`config.mk`:
```
export PLATFORM = sky130hd
export DESIGN_NAME = control_unit
export DESIGN_NICKNAME = d
export VERILOG_FILES = /design/src/rtl/cpu_pkg.sv /design/src/rtl/instr_decode.sv /design/src/rtl/control_unit.sv
export SDC_FILE = /design/constraint.sdc
export NUM_CORES = 1
export LEC_CHECK = 0
export BUFFER_PORTS_ARGS = -buffer_cell sky130_fd_sc_hd__buf_4
export CAP_MARGIN = 10
export CORE_MARGIN = 3
export CORE_UTILIZATION = 45
export DETAILED_ROUTE_END_ITERATION = 8
export GPL_ROUTABILITY_DRIVEN = 0
export PLACE_DENSITY = 0.92
export SLEW_MARGIN = 40
export SYNTH_ARGS = -nofsm -noshare
export SYNTH_HDL_FRONTEND = slang
export SYNTH_SLANG_ARGS = --single-unit
```
`constraint.sdc`:
```
create_clock -name clock -period 6.7 [get_ports clock]
set_input_delay 2.01 -clock clock [delete_from_list [all_inputs] [get_ports clock]]
set_output_delay 2.01 -clock clock [all_outputs]
set_load 0.01 [all_outputs]
```
`src/rtl/cpu_pkg.sv`:
```
// Shared opcode, ALU-select and state definitions for the control unit.
// MULDIV_EN (see instr_decode) decides whether the mul/div opcodes are live.
package cpu_pkg;

  localparam logic [4:0] OP_LD   = 5'b00000;
  localparam logic [4:0] OP_LDI  = 5'b00001;
  localparam logic [4:0] OP_ST   = 5'b00010;
  localparam logic [4:0] OP_ADD  = 5'b00011;
  localparam logic [4:0] OP_SUB  = 5'b00100;
  localparam logic [4:0] OP_AND  = 5'b00101;
  localparam logic [4:0] OP_OR   = 5'b00110;
  localparam logic [4:0] OP_ADDI = 5'b01100;
  localparam logic [4:0] OP_ANDI = 5'b01101;
  localparam logic [4:0] OP_ORI  = 5'b01110;
  localparam logic [4:0] OP_MUL  = 5'b01111;
  localparam logic [4:0] OP_DIV  = 5'b10000;
  localparam logic [4:0] OP_BR   = 5'b10011;
  localparam logic [4:0] OP_JR   = 5'b10100;
  localparam logic [4:0] OP_IN   = 5'b10110;
  localparam logic [4:0] OP_OUT  = 5'b10111;
  localparam logic [4:0] OP_MFHI = 5'b11000;
  localparam logic [4:0] OP_MFLO = 5'b11001;
  localparam logic [4:0] OP_NOP  = 5'b11010;
  localparam logic [4:0] OP_HALT = 5'b11011;

  localparam logic [4:0] ALU_NONE   = 5'b00000;
  localparam logic [4:0] ALU_ADD    = 5'b00011;
  localparam logic [4:0] ALU_AND    = 5'b00101;
  localparam logic [4:0] ALU_OR     = 5'b00110;
  localparam logic [4:0] ALU_INC_PC = 5'b11111;

  typedef enum logic [3:0] {
    S_RESET, S_T0, S_T1, S_T2, S_T3, S_T4, S_T5, S_T6, S_T7, S_HALT
  } state_t;

  typedef enum logic [3:0] {
    C_NOP, C_RTYPE, C_IMM, C_LD, C_LDI, C_ST, C_BR, C_JR,
    C_IN, C_OUT, C_MFHI, C_MFLO, C_HALT, C_MULDIV
  } iclass_t;

endpackage

```
`src/rtl/instr_decode.sv`:
```
// Combinational IR -> instruction-class decode plus the ALU select for the op.
// Build option MULDIV_EN: when undefined, mul/div decode as nop.
module instr_decode
  import cpu_pkg::*;
(
  input  logic [31:0] ir,
  output logic [3:0]  iclass,
  output logic [4:0]  alu_code
);

  logic [4:0] opcode;
  logic       unused_ir;

  assign opcode    = ir[31:27];
  // Register and constant fields are consumed by the datapath, not here.
  assign unused_ir = ^ir[26:0];

  always_comb begin
    iclass   = C_NOP;
    alu_code = ALU_NONE;
    case (opcode)
      OP_ADD, OP_SUB, OP_AND, OP_OR: begin
        iclass   = C_RTYPE;
        alu_code = opcode;
      end
      OP_ADDI: begin iclass = C_IMM; alu_code = ALU_ADD; end
      OP_ANDI: begin iclass = C_IMM; alu_code = ALU_AND; end
      OP_ORI:  begin iclass = C_IMM; alu_code = ALU_OR;  end
      OP_LD:   begin iclass = C_LD;  alu_code = ALU_ADD; end
      OP_LDI:  begin iclass = C_LDI; alu_code = ALU_ADD; end
      OP_ST:   begin iclass = C_ST;  alu_code = ALU_ADD; end
      OP_BR:   begin iclass = C_BR;  alu_code = ALU_ADD; end
      OP_JR:   iclass = C_JR;
      OP_IN:   iclass = C_IN;
      OP_OUT:  iclass = C_OUT;
      OP_MFHI: iclass = C_MFHI;
      OP_MFLO: iclass = C_MFLO;
      OP_HALT: iclass = C_HALT;
`ifdef MULDIV_EN
      OP_MUL, OP_DIV: begin
        iclass   = C_MULDIV;
        alu_code = opcode;
      end
`endif
      default: iclass = C_NOP;
    endcase
  end

endmodule

```
`src/rtl/control_unit.sv`:
```
// Moore sequencer for the multi-cycle CPU: RESET, fetch T0-T2, execute T3-T7, HALT.
// Build option MULDIV_EN enables the mul/div execute sequence (decoded in instr_decode).
module control_unit
  import cpu_pkg::*;
(
  input  logic        clock,
  input  logic        clear,
  input  logic [31:0] IR,
  input  logic        ConOut,
  input  logic        Stop,
  output logic        HiIn,
  output logic        LoIn,
  output logic        ZIn,
  output logic        PCIn,
  output logic        MDRIn,
  output logic        MARIn,
  output logic        YIn,
  output logic        OPortIn,
  output logic        IRIn,
  output logic        HiOut,
  output logic        LoOut,
  output logic        ZHiOut,
  output logic        ZLoOut,
  output logic        PCOut,
  output logic        MDROut,
  output logic        IPortOut,
  output logic        COut,
  output logic        Gra,
  output logic        Grb,
  output logic        Grc,
  output logic        RIn,
  output logic        ROut,
  output logic        BAOut,
  output logic        Conin,
  output logic        memread,
  output logic        memwrite,
  output logic [4:0]  ALUCode,
  output logic        Run
);

  state_t     state;
  iclass_t    cls;
  logic [3:0] cls_raw;
  logic [4:0] op_alu;
  logic       is_last;

  instr_decode u_decode (
    .ir       (IR),
    .iclass   (cls_raw),
    .alu_code (op_alu)
  );

  assign cls = iclass_t'(cls_raw);

  // The nop decision at T2 relies on IR already presenting the incoming
  // instruction during T2; all later states see the latched IR.
  always_comb begin
    is_last = 1'b0;
    case (state)
      S_T2:    is_last = (cls == C_NOP);
      S_T3:    is_last = !(cls inside {C_RTYPE, C_IMM, C_LD, C_LDI, C_ST, C_BR, C_MULDIV});
      S_T5:    is_last = !(cls inside {C_LD, C_ST, C_BR, C_MULDIV});
      S_T6:    is_last = (cls != C_LD);
      S_T7:    is_last = 1'b1;
      default: is_last = 1'b0;
    endcase
  end

  always_ff @(posedge clock) begin
    if (clear) begin
      state <= S_RESET;
    end else begin
      case (state)
        S_RESET: state <= S_T0;
        S_HALT:  state <= S_HALT;
        default: begin
          if (is_last)
            state <= (Stop || (state == S_T3 && cls == C_HALT)) ? S_HALT : S_T0;
          else
            state <= state_t'(state + 4'd1);
        end
      endcase
    end
  end

  assign Run = (state != S_RESET) && (state != S_HALT);

  always_comb begin
    {HiIn, LoIn, ZIn, PCIn, MDRIn, MARIn, YIn, OPortIn, IRIn,
     HiOut, LoOut, ZHiOut, ZLoOut, PCOut, MDROut, IPortOut, COut,
     Gra, Grb, Grc, RIn, ROut, BAOut, Conin, memread, memwrite} = 26'd0;
    ALUCode = ALU_NONE;
    case (state)
      S_T0: begin PCOut = 1'b1; MARIn = 1'b1; ZIn = 1'b1; ALUCode = ALU_INC_PC; end
      S_T1: begin ZLoOut = 1'b1; PCIn = 1'b1; memread = 1'b1; MDRIn = 1'b1; end
      S_T2: begin MDROut = 1'b1; IRIn = 1'b1; end
      S_T3: begin
        case (cls)
          C_RTYPE, C_IMM: begin Grb = 1'b1; ROut = 1'b1; YIn = 1'b1; end
          C_LD, C_LDI, C_ST: begin Grb = 1'b1; BAOut = 1'b1; YIn = 1'b1; end
          C_BR:     begin Gra = 1'b1; ROut = 1'b1; Conin = 1'b1; end
          C_JR:     begin Gra = 1'b1; ROut = 1'b1; PCIn = 1'b1; end
          C_IN:     begin IPortOut = 1'b1; Gra = 1'b1; RIn = 1'b1; end
          C_OUT:    begin Gra = 1'b1; ROut = 1'b1; OPortIn = 1'b1; end
          C_MFHI:   begin HiOut = 1'b1; Gra = 1'b1; RIn = 1'b1; end
          C_MFLO:   begin LoOut = 1'b1; Gra = 1'b1; RIn = 1'b1; end
          C_MULDIV: begin Gra = 1'b1; ROut = 1'b1; YIn = 1'b1; end
          default: ;
        endcase
      end
      S_T4: begin
        case (cls)
          C_RTYPE: begin Grc = 1'b1; ROut = 1'b1; ZIn = 1'b1; ALUCode = op_alu; end
          C_IMM, C_LD, C_LDI, C_ST: begin COut = 1'b1; ZIn = 1'b1; ALUCode = op_alu; end
          C_BR:     begin PCOut = 1'b1; YIn = 1'b1; end
          C_MULDIV: begin Grb = 1'b1; ROut = 1'b1; ZIn = 1'b1; ALUCode = op_alu; end
          default: ;
        endcase
      end
      S_T5: begin
        case (cls)
          C_RTYPE, C_IMM, C_LDI: begin ZLoOut = 1'b1; Gra = 1'b1; RIn = 1'b1; end
          C_LD, C_ST: begin ZLoOut = 1'b1; MARIn = 1'b1; end
          C_BR:     begin COut = 1'b1; ZIn = 1'b1; ALUCode = ALU_ADD; end
          C_MULDIV: begin ZLoOut = 1'b1; LoIn = 1'b1; end
          default: ;
        endcase
      end
      S_T6: begin
        case (cls)
          C_LD:     begin memread = 1'b1; MDRIn = 1'b1; end
          C_ST:     begin memwrite = 1'b1; Gra = 1'b1; ROut = 1'b1; end
          C_BR:     begin ZLoOut = ConOut; PCIn = ConOut; end
          C_MULDIV: begin ZHiOut = 1'b1; HiIn = 1'b1; end
          default: ;
        endcase
      end
      S_T7: begin
        if (cls == C_LD) begin MDROut = 1'b1; Gra = 1'b1; RIn = 1'b1; end
      end
      default: ;
    endcase
  end

endmodule

```
# After elaboration in Yosys (flattened, before gate mapping)
# Index checks and enable logic that the tools add are counted.
# op_classes
n_addsub,1
eq_ne,40
n_mux,54
reduce_logical,24
# ops
operator,count
case mux 4 bit (12 select lines),1
equality test 5 bit (second input constant),7
equality test 4 x 3 -> 1 bit (second input constant),8
equality test 4 bit (second input constant),8
2-to-1 mux 1 bit,32
case mux 5 bit (4 select lines),1
equality test 4 x 2 -> 1 bit (second input constant),4
equality test 5 x 3 -> 1 bit (second input constant),3
equality test 5 x 4 -> 1 bit (second input constant),3
case mux 1 bit (3 select lines),5
case mux 5 bit (3 select lines),1
case mux 1 bit (2 select lines),7
OR reduction 3 bit,4
OR reduction 6 bit,2
equality test 5 x 2 -> 1 bit (second input constant),2
OR reduction 5 bit,2
equality test 4 x 1 -> 1 bit (second input constant),2
zero test 4 bit,2
2-to-1 mux 4 bit,2
case mux 4 bit (2 select lines),1
nonzero test 4 bit,2
OR reduction 4 bit,2
nonzero test 7 bit,1
OR reduction 7 bit,1
13 further kinds,16
# word_totals
regBits,4
output_inout_bits,32

# Logic depth before layout (Yosys ltp)
# Gate-level depths: netlist of run 1.
# logic_depth
depth_word,9
mapped_depth,7
mapped_depth_nobuf,7

# Hierarchy
# A second synthesis of run 1 with hierarchy kept.
# unflattened
hier_cells,189
area_unflattened_um2,1204.9
# modules_own_cells
module,instances,cells_each,area_each_um2,seq_area_each_um2
control_unit,1,145,944.7,80.1
instr_decode,1,44,260.2,0.0

# Worst setup path after synthesis of run 1
# No wires, ideal clock.
# synth_path
path_type,input-to-output
from,in IR[31]
to,out memread
arrival_ns,3.226
required_time_ns,4.690
path_slack_ns,1.464
path_stages,6
n_path_buf,2
cell_sequence,buf_6 -> or3_4 -> nor3_1 -> nand3_1 -> a21oi_1 -> buf_4
# synth_via
elab_chain_len,6
# synth_lines
item,line,text
"start, declared",control_unit.sv:8,"input logic [31:0] IR,"
equality test 5 x 2 -> 1 bit (tied with other cells),instr_decode.sv:21,case (opcode)
OR reduction 4 bit / OR reduction 3 bit (equally long branches),n/a,
case mux 4 bit (12 select lines) *,instr_decode.sv:21,
equality test 4 x 2 -> 1 bit *,n/a,
2-to-1 mux 1 bit *,n/a,
case mux 1 bit (2 select lines) *,n/a,
"end, declared",control_unit.sv:35,"output logic memread,"
# Mark *: on every way between the ends. The rest lies on a longest branch, timed or not.

# Worst setup path in the final report of run 1
# layout_path
from,in IR[28]
to,out ALUCode[0]
# layout_via
elab_chain_len,7
# layout_lines
item,line,text
equality test 5 x 2 -> 1 bit (tied with other cells),instr_decode.sv:21,
OR reduction 4 bit / OR reduction 3 bit (equally long branches),n/a,
case mux 4 bit (12 select lines),instr_decode.sv:21,
equality test 4 x 1 -> 1 bit (tied with other cells),control_unit.sv:112,case (cls)
OR reduction 6 bit (no line),n/a,
2-to-1 mux 5 bit,control_unit.sv:112,
case mux 5 bit (3 select lines) *,control_unit.sv:93,case (state)
"end, declared",control_unit.sv:37,"output logic [4:0] ALUCode,"
# Marks and branches as above.

==> metrics.cfg, run 1 <==
[pwr]
share_comb_of_total_power_pct=55.9
clock_power_share_pct=22.4
worst_ir_drop_vdd_uv=121
share_seq_of_total_power_pct=21.7
powerDensity_nw_per_um2=107
p_sw_uw=52.8
static-leakage-power_uw=0.000570
power_report.internal_total_uw=78.3
p_sw_share_pct=40.3

[yosys]
post-synth-top-area-fraction_pct=8.21
synth.yosys.seq_area_share_pct=8.21
ys.warnings.count=0
synth_enable_flop_cells=0
post_synth_design_cell_area_sq_um=976
synthesis.area_per_instance_sq_um=7.07
synth_area_leader_cell=sky130_fd_sc_hd__dfxtp_1
ys_async_sr_fraction_pct=0
ys_top_cells_by_area=sky130_fd_sc_hd__dfxtp_1, sky130_fd_sc_hd__a21oi_1, sky130_fd_sc_hd__ha_1, sky130_fd_sc_hd__nor2_1, sky130_fd_sc_hd__buf_4
netlist-cell-type-count=52
yosys_register_bits=4
synth_ff_type=sky130_fd_sc_hd__dfxtp_1
post_synth_inst_count=138

[setup_path]
data_required_time_of_the_critical_path_ns=4.69
crit_path_cell_trace=buf_4 > and3_1 > or3_1 > a21bo_2 > a21oi_2 > o31a_1 > buf_4
worst_setup_slack_for_register_to_register_paths_ns=4.73
worst_path_max_delay_cell=sky130_fd_sc_hd__or3_1
critical-path-top-cell-by-count=sky130_fd_sc_hd__buf_4
reg2reg_to=state[3]$_SDFF_PP0_
arrival_ns=3.57
worstSetupPathType=in -> out
timing.critical_path.slowest_cell_delay_ns=0.39
startpoint_type=input port
crit_path_end_kind=output port
critical_path_peak_fanout=14
reg2regPathDepth=5
crit_start=IR[28]
reg2reg_from=state[2]$_SDFF_PP0_

[floorplan]
overall_die_area_sq_um=2760
number_of_core_rows=16
die_h_microns=52.6
top_level_port_count=68
initial_utilization_pct=48.8
fp.dieW_microns=52.6
design.core.area_sq_um=2000

[place]
io_buffers=37
post_dp_hpwl_microns=2280

[route]
vias=1158
routed_wirelength_microns=2890
drc_errors=0
drt_iter0_markers=26
post_drt_wl_per_cell_microns=15.0
number_of_nets_with_antenna_violations_after_routing=0
dr.pass1.iters=4
vias_per_cell=6.00

[min_path]
hold-path-cell-count=3
launch_instance_of_the_worst_min_delay_path=state[1]$_SDFF_PP0_
hp-class=reg -> reg
worstHoldEndpoint=state[3]$_SDFF_PP0_

[final_layout]
antenna_cells=0
top_register=state
largest_reg_flops=4
layout-drive-gt1-share_pct=34.9
reg_top3=state (4)
filler_cell_count=190
flow.area_growth_from_synthesis_pct=25.8
final_nets=208

[clocking]
cts.htree.levels=1
cts_resized=0
clkTransAtPathRegs_ns=0.04
clock_tree.root_cell=sky130_fd_sc_hd__clkbuf_4
post_cts_hold_buffer_count=0
cts_post_setup_buffers_inserted=0
tritoncts=built
numClockSinks=4
worstSkewPairLatency_ns=0.23
cts_made_buffers=3
cts-root-to-sink-buffers=2

[timing]
period_minus_slack_ns=5.58
tightest_slew_ns=0.638
final_hold_violating_endpoints=0
final-max-slew-violation-count=0
min_period_over_period_pct=83.3
setup_violations=0
hold-worst-slack_ns=0.710
rsz0062_at_grt=no
totalNegativeSetupSlack_ns=0
finalClockSkew_ns=0.00120
relSlewSlack_pct=57.4
maxClockFrequency_mhz=179

[global_route]
wire_length_of_the_first_global_routing_pass_microns=4840
number_of_global_route_vias_before_repair=1130
grtUsageTotal_pct=22.8
gr-total-overflow=0
number_of_antenna_violations_at_the_first_check_in_global_routing=0
grt_max_degree=21

[flow_run]
maxCapViolations=0

[status]
run_status=finished, final reports clean

==> area by class of cell <==
| class | count | area [sq um] | share of cell area, % |
|---|---|---|---|
| multi-input cells | 115 | 787 | 64.1 |
| repair buffers | 37 | 278 | 22.6 |
| flip-flops and latches | 4 | 80.1 | 6.52 |
| well taps | 27 | 33.8 | 2.75 |
| inverters | 7 | 26.3 | 2.14 |
| clock buffers | 3 | 22.5 | 1.83 |
==> per-stage QoR <==
step	instance area, sq um	power, uW	util, %	cells	worst slack, ns
floorplan	983	76.5	-	140	1.46
global placement	1200	98.7	60.2	190	1.20
detailed placement	1200	102	60.2	190	1.16
CTS	1230	133	61.3	193	1.15
global route	1230	142	61.3	193	1.07
finish	1230	131	61.3	193	1.12
==> power groups by stage <==
stage | clock network, uW | registers (uW) | logic, uW
finish | 29.4 | 28.4 | 73.4
global route | 33.0 | 28.7 | 80.4
CTS | 31.3 | 28.3 | 73.2
detailed placement | 0 | 28.7 | 73.0
global placement | 0 | 28.5 | 70.2
floorplan | 0 | 27.3 | 49.2
==> worst max-delay path, delay by kind of cell <==
family / cells / cell delay, ns
buffers and inverters: 2 / 0.30
and+or+nand+nor: 2 / 0.62
AOI/OAI and AO/OA: 3 / 0.65
==> cell usage in the layout, fill, tap and decap left out, drive strengths merged, types with 3 or more instances in the layout <==
cell	n
nand2b	6
inv	7
nand3	6
buf	37
or2	3
nand4	3
ha	4
o31a	3
o21ai	5
nand3b	3
dfxtp	4
clkbuf	3
conb	3
nor2	12
nor3	7
nand2	11
a21oi	12
==> worst max-delay path by stage <==
stage / slack, ns / endpoint
floorplan: 1.46 / memread
global placement: 1.20 / ALUCode[0]
detailed placement: 1.16 / ALUCode[0]
CTS: 1.15 / ALUCode[0]
global route: 1.07 / ALUCode[0]
finish: 1.12 / ALUCode[0]
==> synthesized netlist by cell type (2+ instances only) <==
master / count
sky130_fd_sc_hd__nor2b_1: 2
sky130_fd_sc_hd__buf_4: 5
sky130_fd_sc_hd__o21bai_1: 2
sky130_fd_sc_hd__nand2b_1: 6
sky130_fd_sc_hd__a21oi_1: 11
sky130_fd_sc_hd__nand2_1: 10
sky130_fd_sc_hd__a31o_2: 2
sky130_fd_sc_hd__nor3_1: 7
sky130_fd_sc_hd__inv_1: 7
sky130_fd_sc_hd__nor2_1: 12
sky130_fd_sc_hd__nor4b_2: 2
sky130_fd_sc_hd__o31a_1: 2
sky130_fd_sc_hd__buf_6: 2
sky130_fd_sc_hd__nand4_1: 3
sky130_fd_sc_hd__nand3b_1: 2
sky130_fd_sc_hd__ha_1: 4
sky130_fd_sc_hd__and3_1: 2
sky130_fd_sc_hd__o21ai_0: 5
sky130_fd_sc_hd__or2_2: 3
sky130_fd_sc_hd__nand3_1: 5
sky130_fd_sc_hd__dfxtp_1: 4
sky130_fd_sc_hd__a31oi_1: 2
sky130_fd_sc_hd__clkbuf_1: 4
sky130_fd_sc_hd__nor4_1: 2
sky130_fd_sc_hd__buf_2: 3
sky130_fd_sc_hd__xnor2_1: 2
sky130_fd_sc_hd__a41oi_1: 2
==> logic make-up (layout without fill, tap and decap cells) <==
logic type	Yosys count	count (layout)	synth area share, %
and+or+nand+nor	68	68	42.1
AOI/OAI and AO/OA	37	37	29.6
buffers and inverters	21	47	11.9
adders and majority gates	4	4	5.13
DFF	4	4	8.21
xor gates and xnor gates	3	3	2.69
other	1	3	0.384
==> per-layer routing <==
layer,share of wire (%),track usage [%],vias up
li1,-,-,555
met1,41,26.7,540
met2,51,39.3,52
met3,6.1,3.42,11
met4,2.3,11.9,0
met5,0,0,-
Note: power is estimated with default switching activity, not from simulation.
==> run 2: changes to the inputs <==
CORE_ASPECT_RATIO = 1.75   (was unset)
CORE_UTILIZATION = 41   (was 45)
PLACE_DENSITY = 0.86   (was 0.92)
clock period = 5.81 ns   (was 6.7 ns; I/O delays follow)
==> run 2 against run 1 <==
Against the previous run: sequential power up 16%; largest power group unchanged; combinational power up 15%; final cell count down 1.6%; critical endpoint unchanged; non-clock buffer count unchanged; largest cell class unchanged.
==> metrics.cfg, run 2 (same netlist as run 1, synthesis figures left out) <==
[status]
run_status=finished, final reports clean

[final_layout]
final_common_cell=sky130_fd_sc_hd__buf_4
antenna_cells=0  ; unchanged
flow.area_growth_from_synthesis_pct=25.4
filler_cell_count=236  ; +24%
area_used_by_multi_input_combinational_logic_sq_um=787  ; unchanged
layout-drive-gt1-share_pct=34.9  ; unchanged
reg_top3=state (4)
mostFrequentLayoutCells=sky130_fd_sc_hd__buf_4, sky130_fd_sc_hd__nor2_1, sky130_fd_sc_hd__a21oi_1
finish.utilization_pct=56.3  ; -5.0 points
top_register=state
largest_reg_flops=4  ; unchanged
final_nets=208  ; unchanged
register_area_sq_um=80.1  ; unchanged

[setup_path]
worst_path_max_delay_cell=sky130_fd_sc_hd__or3_1
crit_path_end_kind=output port
critical-path-top-cell-by-count=sky130_fd_sc_hd__buf_4
worstSetupPathType=in -> out
startpoint_type=input port
timing.critical_path.slowest_cell_delay_ns=0.41  ; +0.02 ns
data_required_time_of_the_critical_path_ns=4.07  ; -0.62 ns
critical_path_peak_fanout=14  ; unchanged
crit_path_cell_trace=buf_4 > and3_1 > or3_1 > a21bo_2 > a21oi_2 > o31a_1 > buf_4
arrival_ns=3.28  ; -0.29 ns

[clocking]
tritoncts=built
clock_tree.root_cell=sky130_fd_sc_hd__clkbuf_4
post_cts_hold_buffer_count=0  ; unchanged
worstSkewPairLatency_ns=0.23  ; about the same
cts_made_buffers=3  ; unchanged
cts_post_setup_buffers_inserted=0  ; unchanged
cts-root-to-sink-buffers=2  ; unchanged
cts_resized=0  ; unchanged
clkTransAtPathRegs_ns=0.04  ; about the same
numClockSinks=4  ; unchanged
cts.htree.levels=1  ; unchanged

[route]
dr.pass1.iters=4  ; unchanged
drt_iter0_markers=44  ; +69%
drc_errors=0  ; unchanged
vias=1126  ; -2.8%
number_of_nets_with_antenna_violations_after_routing=0  ; unchanged
routed_wirelength_microns=2910  ; +0.76%
post_drt_wl_per_cell_microns=15.3  ; +2.4%
vias_per_cell=5.93  ; -1.2%

[timing]
relSlewSlack_pct=60.0  ; +2.6 points
final_hold_violating_endpoints=0  ; unchanged
setup_violations=0  ; unchanged
final-max-slew-violation-count=0  ; unchanged
totalNegativeSetupSlack_ns=0  ; unchanged
finalClockSkew_ns=0.00245  ; +0.00125 ns
period_minus_slack_ns=5.02
maxClockFrequency_mhz=199
min_period_over_period_pct=86.4
tightest_slew_ns=0.598  ; -0.0394 ns
rsz0062_at_grt=no

[global_route]
gr-total-overflow=0  ; unchanged
number_of_antenna_violations_at_the_first_check_in_global_routing=0  ; unchanged
grt_max_degree=21  ; unchanged
wire_length_of_the_first_global_routing_pass_microns=5020  ; +3.6%
number_of_global_route_vias_before_repair=1194  ; +5.7%
grtUsageTotal_pct=20.3  ; -2.4 points

[flow_run]
maxCapViolations=0  ; unchanged

[place]
io_buffers=37  ; unchanged
post_dp_hpwl_microns=2340  ; +2.6%

[floorplan]
number_of_core_rows=22  ; +6
top_level_port_count=68  ; unchanged
overall_die_area_sq_um=3020  ; +9.4%
fp.dieW_microns=42.9  ; -18%
initial_utilization_pct=44.9  ; -3.9 points
die_h_microns=70.5  ; +34%
design.core.area_sq_um=2170  ; +8.6%

[pwr]
static-leakage-power_uw=0.000570  ; unchanged
powerDensity_nw_per_um2=124  ; +16%
worst_ir_drop_vdd_uv=108  ; -11%
finalPower_uw=151  ; +15%

[min_path]
hp-class=reg -> reg

-- run 2: cell counts in the layout (fill, tap and decap cells not counted) --
No cell type changed its count.
-- run 2: worst max-delay path: cells and delay by family --
kind | cells | cell delay [ns]
simple gates | 2 | 0.64
compound gates | 3 | 0.60
buf+inv | 2 | 0.29
-- run 2: layer usage --
layer,track usage (%),wire (microns),vias to the layer above
met2,36.6,1690,35
met5,0,0,-
met3,2.80,126,9
met1,20.0,1030,525
met4,14.9,66,0
li1,-,-,557
-- run 2: cell type report --
cell class,count,share of cell area (%)
multi-input combinational,115,64.3
timing repair buffer,37,22.7
sequential,4,6.54
tap,24,2.45
inverter,7,2.15
clock buffer,3,1.84
-- run 2: final timing paths --
check | start | endpoint | slack, ns | depth (start not counted)
max | IR[28] | ALUCode[0] | 0.79 | 7
min | state[1]$_SDFF_PP0_ | state[3]$_SDFF_PP0_ | 0.71 | 3
max reg2reg | state[1]$_SDFF_PP0_ | state[3]$_SDFF_PP0_ | 3.81 | 5
min reg2reg | state[1]$_SDFF_PP0_ | state[3]$_SDFF_PP0_ | 0.71 | 3
-- run 2: power breakdown --
group	switching, uW	internal, uW	leakage, uW	total (uW)
logic	46.9	37.8	0.000524	84.7
registers	3.46	29.4	0.0000327	32.9
clock network	10.5	23.0	0.0000138	33.6
total	60.9	90.3	0.000570	151
-- run 2: per-stage QoR --
stage                     worst slack (ns)  area [sq um]  std cells  hold slack, ns
after floorplan                       1.11           983        140           0.639
after global placement               0.827          1200        187           0.683
after detailed placement             0.805          1200        187           0.715
after CTS                            0.791          1220        190           0.720
after global routing                 0.717          1220        190           0.758
final                                0.790          1220        190           0.713
==> run 3: changes to the inputs <==
GPL_TIMING_DRIVEN = 0   (was unset)
==> run 3 against run 2 <==
Against the previous run: critical path depth unchanged; register-to-register slack improved by 0.04 ns; count of clock-buffer cells in the layout unchanged; largest cell class unchanged; maximum frequency increased by 1.5%; combinational power increased by 9.1%; final cell count increased by 6.8%; clock skew decreased by 0.00058 ns.
==> metrics.cfg, run 3 (same netlist as run 1, synthesis figures left out) <==
[final_layout]
finish.utilization_pct=60.1  ; +3.8 points
top_register=state
flow.area_growth_from_synthesis_pct=33.8
reg_top3=state (4)
antenna_cells=0  ; unchanged
final_common_cell=sky130_fd_sc_hd__buf_4
post_route_cell_area_sq_um=1310  ; +6.7%
final_nets=221  ; +6.3%
largest_reg_flops=4  ; unchanged
filler_cell_count=216  ; -8.5%
layout-drive-gt1-share_pct=37.4  ; +2.5 points
mostFrequentLayoutCells=sky130_fd_sc_hd__buf_4, sky130_fd_sc_hd__nor2_1, sky130_fd_sc_hd__a21oi_1

[status]
run_status=finished, final reports clean

[clocking]
clkTransAtPathRegs_ns=0.04  ; about the same
post_cts_hold_buffer_count=0  ; unchanged
worstSkewPairLatency_ns=0.23  ; about the same
cts-root-to-sink-buffers=2  ; unchanged
cts_resized=0  ; unchanged
clock_tree.root_cell=sky130_fd_sc_hd__clkbuf_4
numClockSinks=4  ; unchanged
cts_post_setup_buffers_inserted=0  ; unchanged
cts_made_buffers=3  ; unchanged
tritoncts=built
cts.htree.levels=1  ; unchanged

[floorplan]
die_h_microns=70.5  ; unchanged
number_of_core_rows=22  ; unchanged
fp.dieW_microns=42.9  ; unchanged
overall_die_area_sq_um=3020  ; unchanged
design.core.area_sq_um=2170  ; unchanged
top_level_port_count=68  ; unchanged
initial_utilization_pct=44.9  ; unchanged

[route]
dr.pass1.iters=4  ; unchanged
drc_errors=0  ; unchanged
number_of_nets_with_antenna_violations_after_routing=0  ; unchanged
routed_wirelength_microns=3050  ; +4.9%
vias=1180  ; +4.8%
vias_per_cell=5.81  ; -1.9%
post_drt_wl_per_cell_microns=15.0  ; -1.8%
drt_iter0_markers=31  ; -30%

[global_route]
grtUsageTotal_pct=21.3  ; +1.0 points
gr-total-overflow=0  ; unchanged
grt_max_degree=11  ; -48%
number_of_antenna_violations_at_the_first_check_in_global_routing=0  ; unchanged
number_of_global_route_vias_before_repair=1165  ; -2.4%
wire_length_of_the_first_global_routing_pass_microns=5240  ; +4.4%

[setup_path]
data_required_time_of_the_critical_path_ns=4.07  ; about the same
arrival_ns=3.20  ; -0.08 ns
critical_path_peak_fanout=5  ; -9
reg2reg_from=state[0]$_SDFF_PP0_
startpoint_type=input port
worstSetupPathType=in -> out
crit_path_end_kind=output port
crit_start=IR[28]

[pwr]
share_seq_of_total_power_pct=20.2  ; -1.6 points
worst_ir_drop_vdd_uv=139  ; +28%
power_report.internal_total_uw=94.7  ; +4.9%
p_sw_share_pct=39.8  ; -0.47 points
powerDensity_nw_per_um2=120  ; -2.5%
clock_power_share_pct=21.1  ; -1.1 points
share_comb_of_total_power_pct=58.7  ; +2.7 points
static-leakage-power_uw=0.000622  ; +9.1%
p_sw_uw=62.6  ; +2.8%

[timing]
maxClockFrequency_mhz=202  ; +1.5%
min_period_over_period_pct=85.1  ; -1.3 points
final_hold_violating_endpoints=0  ; unchanged
hold-worst-slack_ns=0.743  ; +0.0298 ns
rsz0062_at_grt=no
setup_violations=0  ; unchanged
final-max-slew-violation-count=0  ; unchanged
totalNegativeSetupSlack_ns=0  ; unchanged
period_minus_slack_ns=4.95  ; -0.0728 ns
finalClockSkew_ns=0.00187  ; -0.000585 ns

[min_path]
launch_instance_of_the_worst_min_delay_path=state[1]$_SDFF_PP0_
hp-class=reg -> reg

[place]
post_dp_hpwl_microns=2520  ; +7.4%
post_dp_cell_area_sq_um=1280  ; +6.9%
io_buffers=36  ; -2.7%

[flow_run]
maxCapViolations=0  ; unchanged

-- run 3: cell count changes in the layout (fill, tap and decap cells not counted), sizes merged --
| cell | change |
|---|---|
| buf | +9 |
| clkbuf | +4 |
-- run 3: through the flow --
| step | setup slack (ns) | total power (uW) | instances |
|---|---|---|---|
| after floorplan | 1.11 | 88.2 | 140 |
| after global routing | 0.812 | 170 | 203 |
| final | 0.863 | 157 | 203 |
| after global placement | 0.888 | 121 | 200 |
| after detailed placement | 0.873 | 124 | 200 |
| after CTS | 0.864 | 159 | 203 |
-- run 3: layer usage --
metal,routed length (microns),GRT usage (%)
met4,73,10.7
met1,1030,21.7
met2,1810,40.5
met3,141,2.54
met5,0,0
-- run 3: final timing paths --
| path | end | slack, ns | cells past startpoint |
|---|---|---|---|
| setup reg to reg | state[3]$_SDFF_PP0_ | 3.85 | 5 |
| setup / recovery | ALUCode[1] | 0.86 | 7 |
| hold reg to reg | state[3]$_SDFF_PP0_ | 0.74 | 3 |
| hold / removal | state[3]$_SDFF_PP0_ | 0.74 | 3 |
-- run 3: power by group through the flow --
| stage | logic, uW | clock network, uW | registers, uW |
|---|---|---|---|
| after global placement | 89.1 | 0 | 31.9 |
| after CTS | 92.2 | 35.1 | 31.6 |
| after global routing | 101 | 38.0 | 31.8 |
| final | 92.4 | 33.2 | 31.7 |
| after floorplan | 56.7 | 0 | 31.5 |
| after detailed placement | 91.7 | 0 | 32.0 |
-- run 3: cell type report --
class	instances	area (sq um)	area share (%)
Clock buffer	3	22.5	1.72
Multi-Input combinational cell	115	787	60.2
Sequential cell	4	80.1	6.13
Buffer	14	90.1	6.90
Tap cell	24	30.0	2.30
Inverter	7	26.3	2.01
Timing Repair Buffer	36	270	20.7
-- run 3: critical path: stages --
cell,delay (ns)
sky130_fd_sc_hd__buf_4,0.13
sky130_fd_sc_hd__and3_1,0.22
sky130_fd_sc_hd__or3_1,0.39
sky130_fd_sc_hd__a21bo_2,0.25
sky130_fd_sc_hd__a21oi_2,0.19
sky130_fd_sc_hd__o31a_1,0.17
sky130_fd_sc_hd__buf_4,0.12
